--- src/rtl/conv_enc_sched_if.sv ---
// Descriptor, encoder control/FIFO and output byte-stream signals of the encoder block scheduler.
// The scheduler uses the master modport; the surrounding stages use the slave modport.
interface conv_enc_sched_if;
   logic       desc_valid;
   logic       desc_size;
   logic [7:0] desc_tail;
   logic       desc_ready;
   logic       enc_blk_ready;
   logic       enc_code_block_length;
   logic [7:0] enc_tail_byte;
   logic       enc_computation_done;
   logic       enc_rdreq_subblock;
   logic [7:0] enc_q0;
   logic [7:0] enc_q1;
   logic [7:0] enc_q2;
   logic       out_valid;
   logic [7:0] out_data;
   logic [1:0] out_stream;
   logic       out_last;
   logic       out_ready;

   modport master (
      input  desc_valid, desc_size, desc_tail, enc_computation_done,
             enc_q0, enc_q1, enc_q2, out_ready,
      output desc_ready, enc_blk_ready, enc_code_block_length, enc_tail_byte,
             enc_rdreq_subblock, out_valid, out_data, out_stream, out_last
   );

   modport slave (
      output desc_valid, desc_size, desc_tail, enc_computation_done,
             enc_q0, enc_q1, enc_q2, out_ready,
      input  desc_ready, enc_blk_ready, enc_code_block_length, enc_tail_byte,
             enc_rdreq_subblock, out_valid, out_data, out_stream, out_last
   );
endinterface

--- src/rtl/conv_enc_sched.sv ---
// Block scheduler for the three-output convolutional encoder: launches one code block, waits
// for completion, then drains the three output FIFOs in lock-step onto one byte stream.
module conv_enc_sched #(
   parameter int SMALL_BYTES  = 132,
   parameter int LARGE_BYTES  = 768,
   parameter int START_GUARD  = 4,
   parameter int DONE_TIMEOUT = 16384
) (
   input  logic             clk,
   input  logic             reset,
   conv_enc_sched_if.master bus,
   output logic             busy,
   output logic [15:0]      blk_count,
   output logic             err_timeout
);
   localparam int GW = $clog2(DONE_TIMEOUT + 1);
   localparam logic [9:0]    N_SMALL   = 10'(SMALL_BYTES);
   localparam logic [9:0]    N_LARGE   = 10'(LARGE_BYTES);
   localparam logic [GW-1:0] GUARD_END = GW'(START_GUARD);
   localparam logic [GW-1:0] TMO_LAST  = GW'(DONE_TIMEOUT - 1);

   localparam logic [2:0] ST_IDLE   = 3'd0;
   localparam logic [2:0] ST_LAUNCH = 3'd1;
   localparam logic [2:0] ST_ENCODE = 3'd2;
   localparam logic [2:0] ST_RD     = 3'd3;
   localparam logic [2:0] ST_CAP    = 3'd4;
   localparam logic [2:0] ST_EMIT0  = 3'd5;
   localparam logic [2:0] ST_EMIT1  = 3'd6;
   localparam logic [2:0] ST_EMIT2  = 3'd7;

   logic [2:0]    state_r, state_s;
   logic [GW-1:0] guard_r, guard_s;
   logic [9:0]    trip_r, trip_s;
   logic [9:0]    target_r, target_s;
   logic [23:0]   hold_r, hold_s;
   logic          size_r, size_s;
   logic [7:0]    tail_r, tail_s;
   logic [15:0]   blk_count_r, blk_count_s;
   logic          err_r, err_s;

   logic          desc_ready_r, blk_ready_r, rdreq_r, busy_r;
   logic          out_valid_r, out_valid_s;
   logic [7:0]    out_data_r, out_data_s;
   logic [1:0]    out_stream_r, out_stream_s;
   logic          out_last_r, out_last_s;

   logic          handshake_s, emit_ack_s;

   assign handshake_s = bus.desc_valid & desc_ready_r;
   assign emit_ack_s  = out_valid_r & bus.out_ready;

   // Next-state and datapath update for the block sequencing FSM
   always_comb begin
      state_s     = state_r;
      guard_s     = guard_r;
      trip_s      = trip_r;
      target_s    = target_r;
      hold_s      = hold_r;
      size_s      = size_r;
      tail_s      = tail_r;
      blk_count_s = blk_count_r;
      err_s       = err_r;
      case (state_r)
         ST_IDLE: begin
            if (handshake_s) begin
               size_s   = bus.desc_size;
               tail_s   = bus.desc_tail;
               target_s = bus.desc_size ? N_LARGE : N_SMALL;
               trip_s   = 10'd0;
               state_s  = ST_LAUNCH;
            end else begin
               state_s  = ST_IDLE;
            end
         end
         ST_LAUNCH: begin
            guard_s = {GW{1'b0}};
            state_s = ST_ENCODE;
         end
         ST_ENCODE: begin
            // done is only trusted once the encoder has had START_GUARD cycles to drop its old flag
            if ((guard_r >= GUARD_END) && bus.enc_computation_done) begin
               state_s = ST_RD;
            end else if (guard_r == TMO_LAST) begin
               err_s   = 1'b1;
               state_s = ST_IDLE;
            end else begin
               guard_s = guard_r + GW'(1);
            end
         end
         ST_RD: begin
            state_s = ST_CAP;
         end
         ST_CAP: begin
            hold_s  = {bus.enc_q2, bus.enc_q1, bus.enc_q0};
            trip_s  = trip_r + 10'd1;
            state_s = ST_EMIT0;
         end
         ST_EMIT0: begin
            if (emit_ack_s) begin
               state_s = ST_EMIT1;
            end else begin
               state_s = ST_EMIT0;
            end
         end
         ST_EMIT1: begin
            if (emit_ack_s) begin
               state_s = ST_EMIT2;
            end else begin
               state_s = ST_EMIT1;
            end
         end
         ST_EMIT2: begin
            if (emit_ack_s && (trip_r == target_r)) begin
               blk_count_s = blk_count_r + 16'd1;
               state_s     = ST_IDLE;
            end else if (emit_ack_s) begin
               state_s     = ST_RD;
            end else begin
               state_s     = ST_EMIT2;
            end
         end
         default: begin
            state_s = ST_IDLE;
         end
      endcase
   end

   // Output-stream values for the coming cycle, decoded from the next state so outputs are registered
   always_comb begin
      out_valid_s  = 1'b0;
      out_data_s   = 8'd0;
      out_stream_s = 2'd0;
      out_last_s   = 1'b0;
      case (state_s)
         ST_EMIT0: begin
            out_valid_s  = 1'b1;
            out_data_s   = hold_s[7:0];
            out_stream_s = 2'd0;
         end
         ST_EMIT1: begin
            out_valid_s  = 1'b1;
            out_data_s   = hold_s[15:8];
            out_stream_s = 2'd1;
         end
         ST_EMIT2: begin
            out_valid_s  = 1'b1;
            out_data_s   = hold_s[23:16];
            out_stream_s = 2'd2;
            out_last_s   = (trip_s == target_s);
         end
         default: begin
            out_valid_s  = 1'b0;
         end
      endcase
   end

   // State, datapath and registered outputs with synchronous active-low reset
   always_ff @(posedge clk) begin
      if (!reset) begin
         state_r      <= ST_IDLE;
         guard_r      <= {GW{1'b0}};
         trip_r       <= 10'd0;
         target_r     <= 10'd0;
         hold_r       <= 24'd0;
         size_r       <= 1'b0;
         tail_r       <= 8'd0;
         blk_count_r  <= 16'd0;
         err_r        <= 1'b0;
         desc_ready_r <= 1'b1;
         blk_ready_r  <= 1'b0;
         rdreq_r      <= 1'b0;
         busy_r       <= 1'b0;
         out_valid_r  <= 1'b0;
         out_data_r   <= 8'd0;
         out_stream_r <= 2'd0;
         out_last_r   <= 1'b0;
      end else begin
         state_r      <= state_s;
         guard_r      <= guard_s;
         trip_r       <= trip_s;
         target_r     <= target_s;
         hold_r       <= hold_s;
         size_r       <= size_s;
         tail_r       <= tail_s;
         blk_count_r  <= blk_count_s;
         err_r        <= err_s;
         desc_ready_r <= (state_s == ST_IDLE);
         blk_ready_r  <= (state_s == ST_LAUNCH);
         rdreq_r      <= (state_s == ST_RD);
         busy_r       <= (state_s != ST_IDLE);
         out_valid_r  <= out_valid_s;
         out_data_r   <= out_data_s;
         out_stream_r <= out_stream_s;
         out_last_r   <= out_last_s;
      end
   end

   assign bus.desc_ready            = desc_ready_r;
   assign bus.enc_blk_ready         = blk_ready_r;
   assign bus.enc_code_block_length = size_r;
   assign bus.enc_tail_byte         = tail_r;
   assign bus.enc_rdreq_subblock    = rdreq_r;
   assign bus.out_valid             = out_valid_r;
   assign bus.out_data              = out_data_r;
   assign bus.out_stream            = out_stream_r;
   assign bus.out_last              = out_last_r;
   assign busy                      = busy_r;
   assign blk_count                 = blk_count_r;
   assign err_timeout               = err_r;
endmodule

--- src/flat_wrapper.sv ---
// flat-port wrapper written by rule: the top's interface ports become plain ports
module conv_enc_sched_flat 
#(
   parameter int SMALL_BYTES  = 132,
   parameter int LARGE_BYTES  = 768,
   parameter int START_GUARD  = 4,
   parameter int DONE_TIMEOUT = 16384
)
  (clk, reset, busy, blk_count, err_timeout, bus_desc_valid, bus_desc_size, bus_desc_tail, bus_enc_computation_done, bus_enc_q0, bus_enc_q1, bus_enc_q2, bus_out_ready, bus_desc_ready, bus_enc_blk_ready, bus_enc_code_block_length, bus_enc_tail_byte, bus_enc_rdreq_subblock, bus_out_valid, bus_out_data, bus_out_stream, bus_out_last);
  conv_enc_sched_if bus_i ();
  input  logic clk;
  input  logic reset;
  output logic busy;
  output logic [15:0] blk_count;
  output logic err_timeout;
  input wire logic [$bits(bus_i.desc_valid)-1:0] bus_desc_valid;
  input wire logic [$bits(bus_i.desc_size)-1:0] bus_desc_size;
  input wire logic [$bits(bus_i.desc_tail)-1:0] bus_desc_tail;
  input wire logic [$bits(bus_i.enc_computation_done)-1:0] bus_enc_computation_done;
  input wire logic [$bits(bus_i.enc_q0)-1:0] bus_enc_q0;
  input wire logic [$bits(bus_i.enc_q1)-1:0] bus_enc_q1;
  input wire logic [$bits(bus_i.enc_q2)-1:0] bus_enc_q2;
  input wire logic [$bits(bus_i.out_ready)-1:0] bus_out_ready;
  output wire logic [$bits(bus_i.desc_ready)-1:0] bus_desc_ready;
  output wire logic [$bits(bus_i.enc_blk_ready)-1:0] bus_enc_blk_ready;
  output wire logic [$bits(bus_i.enc_code_block_length)-1:0] bus_enc_code_block_length;
  output wire logic [$bits(bus_i.enc_tail_byte)-1:0] bus_enc_tail_byte;
  output wire logic [$bits(bus_i.enc_rdreq_subblock)-1:0] bus_enc_rdreq_subblock;
  output wire logic [$bits(bus_i.out_valid)-1:0] bus_out_valid;
  output wire logic [$bits(bus_i.out_data)-1:0] bus_out_data;
  output wire logic [$bits(bus_i.out_stream)-1:0] bus_out_stream;
  output wire logic [$bits(bus_i.out_last)-1:0] bus_out_last;
  assign bus_i.desc_valid = bus_desc_valid;
  assign bus_i.desc_size = bus_desc_size;
  assign bus_i.desc_tail = bus_desc_tail;
  assign bus_i.enc_computation_done = bus_enc_computation_done;
  assign bus_i.enc_q0 = bus_enc_q0;
  assign bus_i.enc_q1 = bus_enc_q1;
  assign bus_i.enc_q2 = bus_enc_q2;
  assign bus_i.out_ready = bus_out_ready;
  assign bus_desc_ready = bus_i.desc_ready;
  assign bus_enc_blk_ready = bus_i.enc_blk_ready;
  assign bus_enc_code_block_length = bus_i.enc_code_block_length;
  assign bus_enc_tail_byte = bus_i.enc_tail_byte;
  assign bus_enc_rdreq_subblock = bus_i.enc_rdreq_subblock;
  assign bus_out_valid = bus_i.out_valid;
  assign bus_out_data = bus_i.out_data;
  assign bus_out_stream = bus_i.out_stream;
  assign bus_out_last = bus_i.out_last;
  conv_enc_sched #(.SMALL_BYTES(SMALL_BYTES), .LARGE_BYTES(LARGE_BYTES), .START_GUARD(START_GUARD), .DONE_TIMEOUT(DONE_TIMEOUT)) u_core (.clk(clk), .reset(reset), .bus(bus_i), .busy(busy), .blk_count(blk_count), .err_timeout(err_timeout));
endmodule
--- config.mk ---
export PLATFORM = sky130hd
export DESIGN_NAME = conv_enc_sched_flat
export DESIGN_NICKNAME = d
export VERILOG_FILES = /design/src/rtl/conv_enc_sched_if.sv /design/src/rtl/conv_enc_sched.sv /design/src/flat_wrapper.sv
export SDC_FILE = /design/constraint.sdc
export NUM_CORES = 1
export LEC_CHECK = 0
export CAP_MARGIN = 30
export CORE_UTILIZATION = 50
export DETAILED_ROUTE_END_ITERATION = 8
export GPL_ROUTABILITY_DRIVEN = 0
export GPL_TIMING_DRIVEN = 0
export PLACE_DENSITY = 0.83
export SLEW_MARGIN = 20
export SYNTH_ARGS = -nofsm -noshare
export SYNTH_HDL_FRONTEND = slang
export SYNTH_SLANG_ARGS = --single-unit
--- constraint.sdc ---
create_clock -name clk -period 7.2 [get_ports clk]
set_clock_uncertainty 0.1 [all_clocks]
set_input_delay 2.16 -clock clk [delete_from_list [all_inputs] [get_ports clk]]
set_output_delay 2.16 -clock clk [all_outputs]
set_load 0.05 [all_outputs]
==> summary.txt <==
Critical path
  – Worst setup EP type: flop
  – R2R setup slack: 4.16 ns
  – Startpoint types: input port
  – Buf/Inv on CP: 1
  – Crit-path cells: clkdlybuf4s50_1, nand2_1, or4b_4, nor4_4, nand2_1, o311ai_0, o41ai_1
  – Top delay family on crit path: simple AND/OR/NAND/NOR gates
  – WP data required: 7.34 ns
  – CP dominant cell by count: nand2_1
  – WS Path Type: in2reg
  – Crit path max fanout: 8
  – Crit path DAT: 4.61 ns
  – CP peak stage delay: 0.52 ns
  – Critical Path Slowest Stage Cell: or4b_4

Global routing
  – Largest net degree at the start of global routing: 19
  – Routing usage on met2: 42.4%
  – Most Crowded Layer GR: met2
  – Global route overflow: 0
  – Global-route usage over all layers: 24.7%
  – First-pass GRT wire length: 19.9 mm
  – Vias in the first global route: 4390
  – Met1 usage: 28.7%
  – Initial antenna violation count: 0
  – Met3 usage: 6.42%

Clock network
  – Sink Count: 104
  – Max Buffers Root-to-Sink: 2
  – Setup Buffers After CTS: 0
  – Post-CTS Hold Buffers: 0
  – Cts repair resizes: 0
  – CTS tree: done
  – CTS root buf: clkbuf_8
  – CTS clk-pin slew, worst paths: 0.10 ns
  – Cts bufs inserted: 9
  – Worst skew pair latency: 0.37 ns
  – Max H-tree Level: 3

Die
  – Die H: 102 microns
  – Die area: 10300 sq um
  – Row count: 35
  – Core area: 9420 sq um
  – Ports: 80
  – Die width: 102 microns
  – Initial core utilization: 52.6%

Synth
  – Number of synthesized register bits: 104
  – Synth warnings: 0
  – Avg Inst Size Synth: 8.71 sq um
  – Number of enable flip-flop cells after synthesis: 0
  – Post-synth top flop: dfxtp_1
  – Seq/Total Area, Yosys: 42.0%
  – Mapped Cells: 569
  – Unique cell type count in the Yosys netlist: 62
  – Post-synth ARST share: 0%
  – Synth Cell Area: 4950 sq um
  – Mapped Nets: 611

Timing
  – Worst-Margin Slew: 0.703 ns
  – Slew margin rel.: 52.5%
  – Setup Total Neg Slack: 0 ns
  – Pins over their slew limit: 0
  – Tcrit/Tclk final: 62.0%
  – Final worst setup slack: 2.73 ns
  – Final Hold Fails: 0
  – RSZ-0062 raised after global routing: no
  – Setup violators final: 0
  – Fin crit period: 4.47 ns
  – Fmax achieved: 224 MHz

Place
  – Input/output buffers: 79
  – DP Area: 5910 sq um
  – Dpl ws: 2.37 ns
  – Post-detail-place hpwl: 9.07 mm

Status
  – Status: completed

Power and ir drop
  – Clock network power share: 31.8%
  – Logic gate share of total power: 17.1%
  – Net switching power: 0.334 mW
  – PD cells: 192 nW/um^2
  – Tot Pwr: 1.17 mW
  – P_int: 0.837 mW
  – Pleak: 2.26 nW
  – VDD IR max: 0.000112 V
  – Sw Share: 28.5%
  – Sequential power share: 51.1%

Finish
  – Multi-input gate area: 2590 sq um
  – Fillers: 763
  – Area occupied by registers: 2080 sq um
  – Area grow syn2layout: 23.3%
  – Cell area after layout: 6110 sq um
  – Share of layout cells above drive strength 1: 7.68%
  – N_diodes: 0
  – Final net count: 702

Routing
  – Final WL: 12.1 mm
  – Vias/cell: 5.56
  – Vias post-DR: 4410
  – Post-route ant nets: 0
  – Drt pass-1 iters: 4
  – Drc violations: 0
  – DR iter-0 viols: 210
  – Average routed wire per standard cell: 15.3 microns

Run
  – Max cap viols: 0

Worst hold path
  – Min-delay worst type: reg2reg
power groups by stage:
stage	registers, mW	clock network [mW]	logic [mW]
3_3_place_gp	0.610	0	0.195
2_1_floorplan	0.637	0	0.104
4_1_cts	0.598	0.377	0.199
3_5_place_dp	0.611	0	0.198
5_1_grt	0.599	0.404	0.216
6_report	0.598	0.372	0.200
path summary, 6_finish.rpt:
kind | endpoint | cells after the start | from
max | u_core.blk_count[5]$_SDFFE_PN0P_ | 7 | bus_out_ready
min | u_core.bus.enc_tail_byte[3]$_SDFFE_PN0P_ | 2 | u_core.bus.enc_tail_byte[3]$_SDFFE_PN0P_
min reg2reg | u_core.bus.enc_tail_byte[3]$_SDFFE_PN0P_ | 2 | u_core.bus.enc_tail_byte[3]$_SDFFE_PN0P_
max reg2reg | u_core.bus.out_last$_SDFF_PN0_ | 8 | u_core.state_r[2]$_SDFF_PN0_
cells by family after synthesis:
group	after synthesis	synth area share, %
muxes	15	3.06
adders and majority gates	4	1.01
DFF	104	42.0
buffers and inverters	48	5.58
and+or+nand+nor	260	27.3
xor gates and xnor gates	29	5.13
AOI/OAI and AO/OA	109	15.9
final cells by class:
class                      count  share of cell area [%]
multi-input combinational    417                    42.5
timing repair buffer          80                    13.0
inverter                      14                   0.860
sequential                   104                    34.1
tap                          129                    2.64
clock buffer                   9                    2.03
buffer                        34                    3.67
clock inverter                 6                    1.23
tightest hold or removal path, stage by stage, from the launching register on:
cell and delay [ns]:
dfxtp_1 0.32, nand2_1 0.04, a21boi_0 0.06
per-layer routing:
layer,routed length [microns],vias to the layer above
li1,-,2164
met1,5080,2043
met3,689,45
met4,456,0
met2,5910,158
met5,0,-
cell usage after synthesis, types with 8 or more instances:
library cell | instances | area share [%]
a211oi_1 | 9 | 1.4
a21boi_0 | 25 | 3.8
a21oi_1 | 30 | 3.0
and2_1 | 22 | 2.8
and3_1 | 12 | 1.5
clkbuf_1 | 18 | 1.4
dfxtp_1 | 104 | 42
inv_1 | 13 | 0.99
mux2i_1 | 14 | 2.8
nand2_1 | 100 | 7.6
nand2b_1 | 10 | 1.3
nand3_1 | 18 | 1.8
nand4_1 | 8 | 1.0
nor2_1 | 27 | 2.0
nor2b_1 | 11 | 1.4
nor3_1 | 13 | 1.3
o21ai_0 | 9 | 0.91
xnor2_1 | 17 | 3.0
xor2_1 | 12 | 2.1
through the flow:
step | instances | util, % | hold WS (ns)
2_1_floorplan | 569 | - | 0.343
5_1_grt | 793 | 64.9 | 0.394
6_report | 793 | 64.9 | 0.369
3_3_place_gp | 777 | 62.7 | 0.350
3_5_place_dp | 777 | 62.7 | 0.358
4_1_cts | 792 | 64.8 | 0.373
state kept, by name (all words and copies together), names as in the netlist:
signal	count
u_core.target_r	10
u_core.bus.out_stream	2
u_core.bus.desc_ready	1
u_core.trip_r	10
u_core.bus.out_valid	1
u_core.bus.enc_code_block_length	1
u_core.bus.out_data	8
u_core.bus.enc_rdreq_subblock	1
u_core.busy	1
u_core.hold_r	24
u_core.bus.out_last	1
u_core.bus.enc_blk_ready	1
u_core.err_timeout	1
u_core.bus.enc_tail_byte	8
u_core.blk_count	16
u_core.state_r	3
u_core.guard_r	15
cell usage in the layout (no fill, tap or decap), drive strengths merged, types with 2 or more instances in the layout:
cell type,instances
o21ai,9
xor2,12
nor3,13
and4,5
nand3,18
dfxtp,104
nor2b,11
nor4,5
a31oi,5
or2,3
or4b,2
xnor2,17
inv,17
or3,7
clkdlybuf4s50,79
and2,22
and3,14
mux2i,14
o31ai,6
bufbuf,3
a211oi,9
o41ai,8
or3b,3
nand4,8
o311ai,6
a21oi,30
or4,5
a41oi,2
nor2,27
buf,14
clkbuf,27
nor3b,3
nand2,100
nand2b,10
a21boi,25
ha,4
Power figures use the tool's default switching activity.
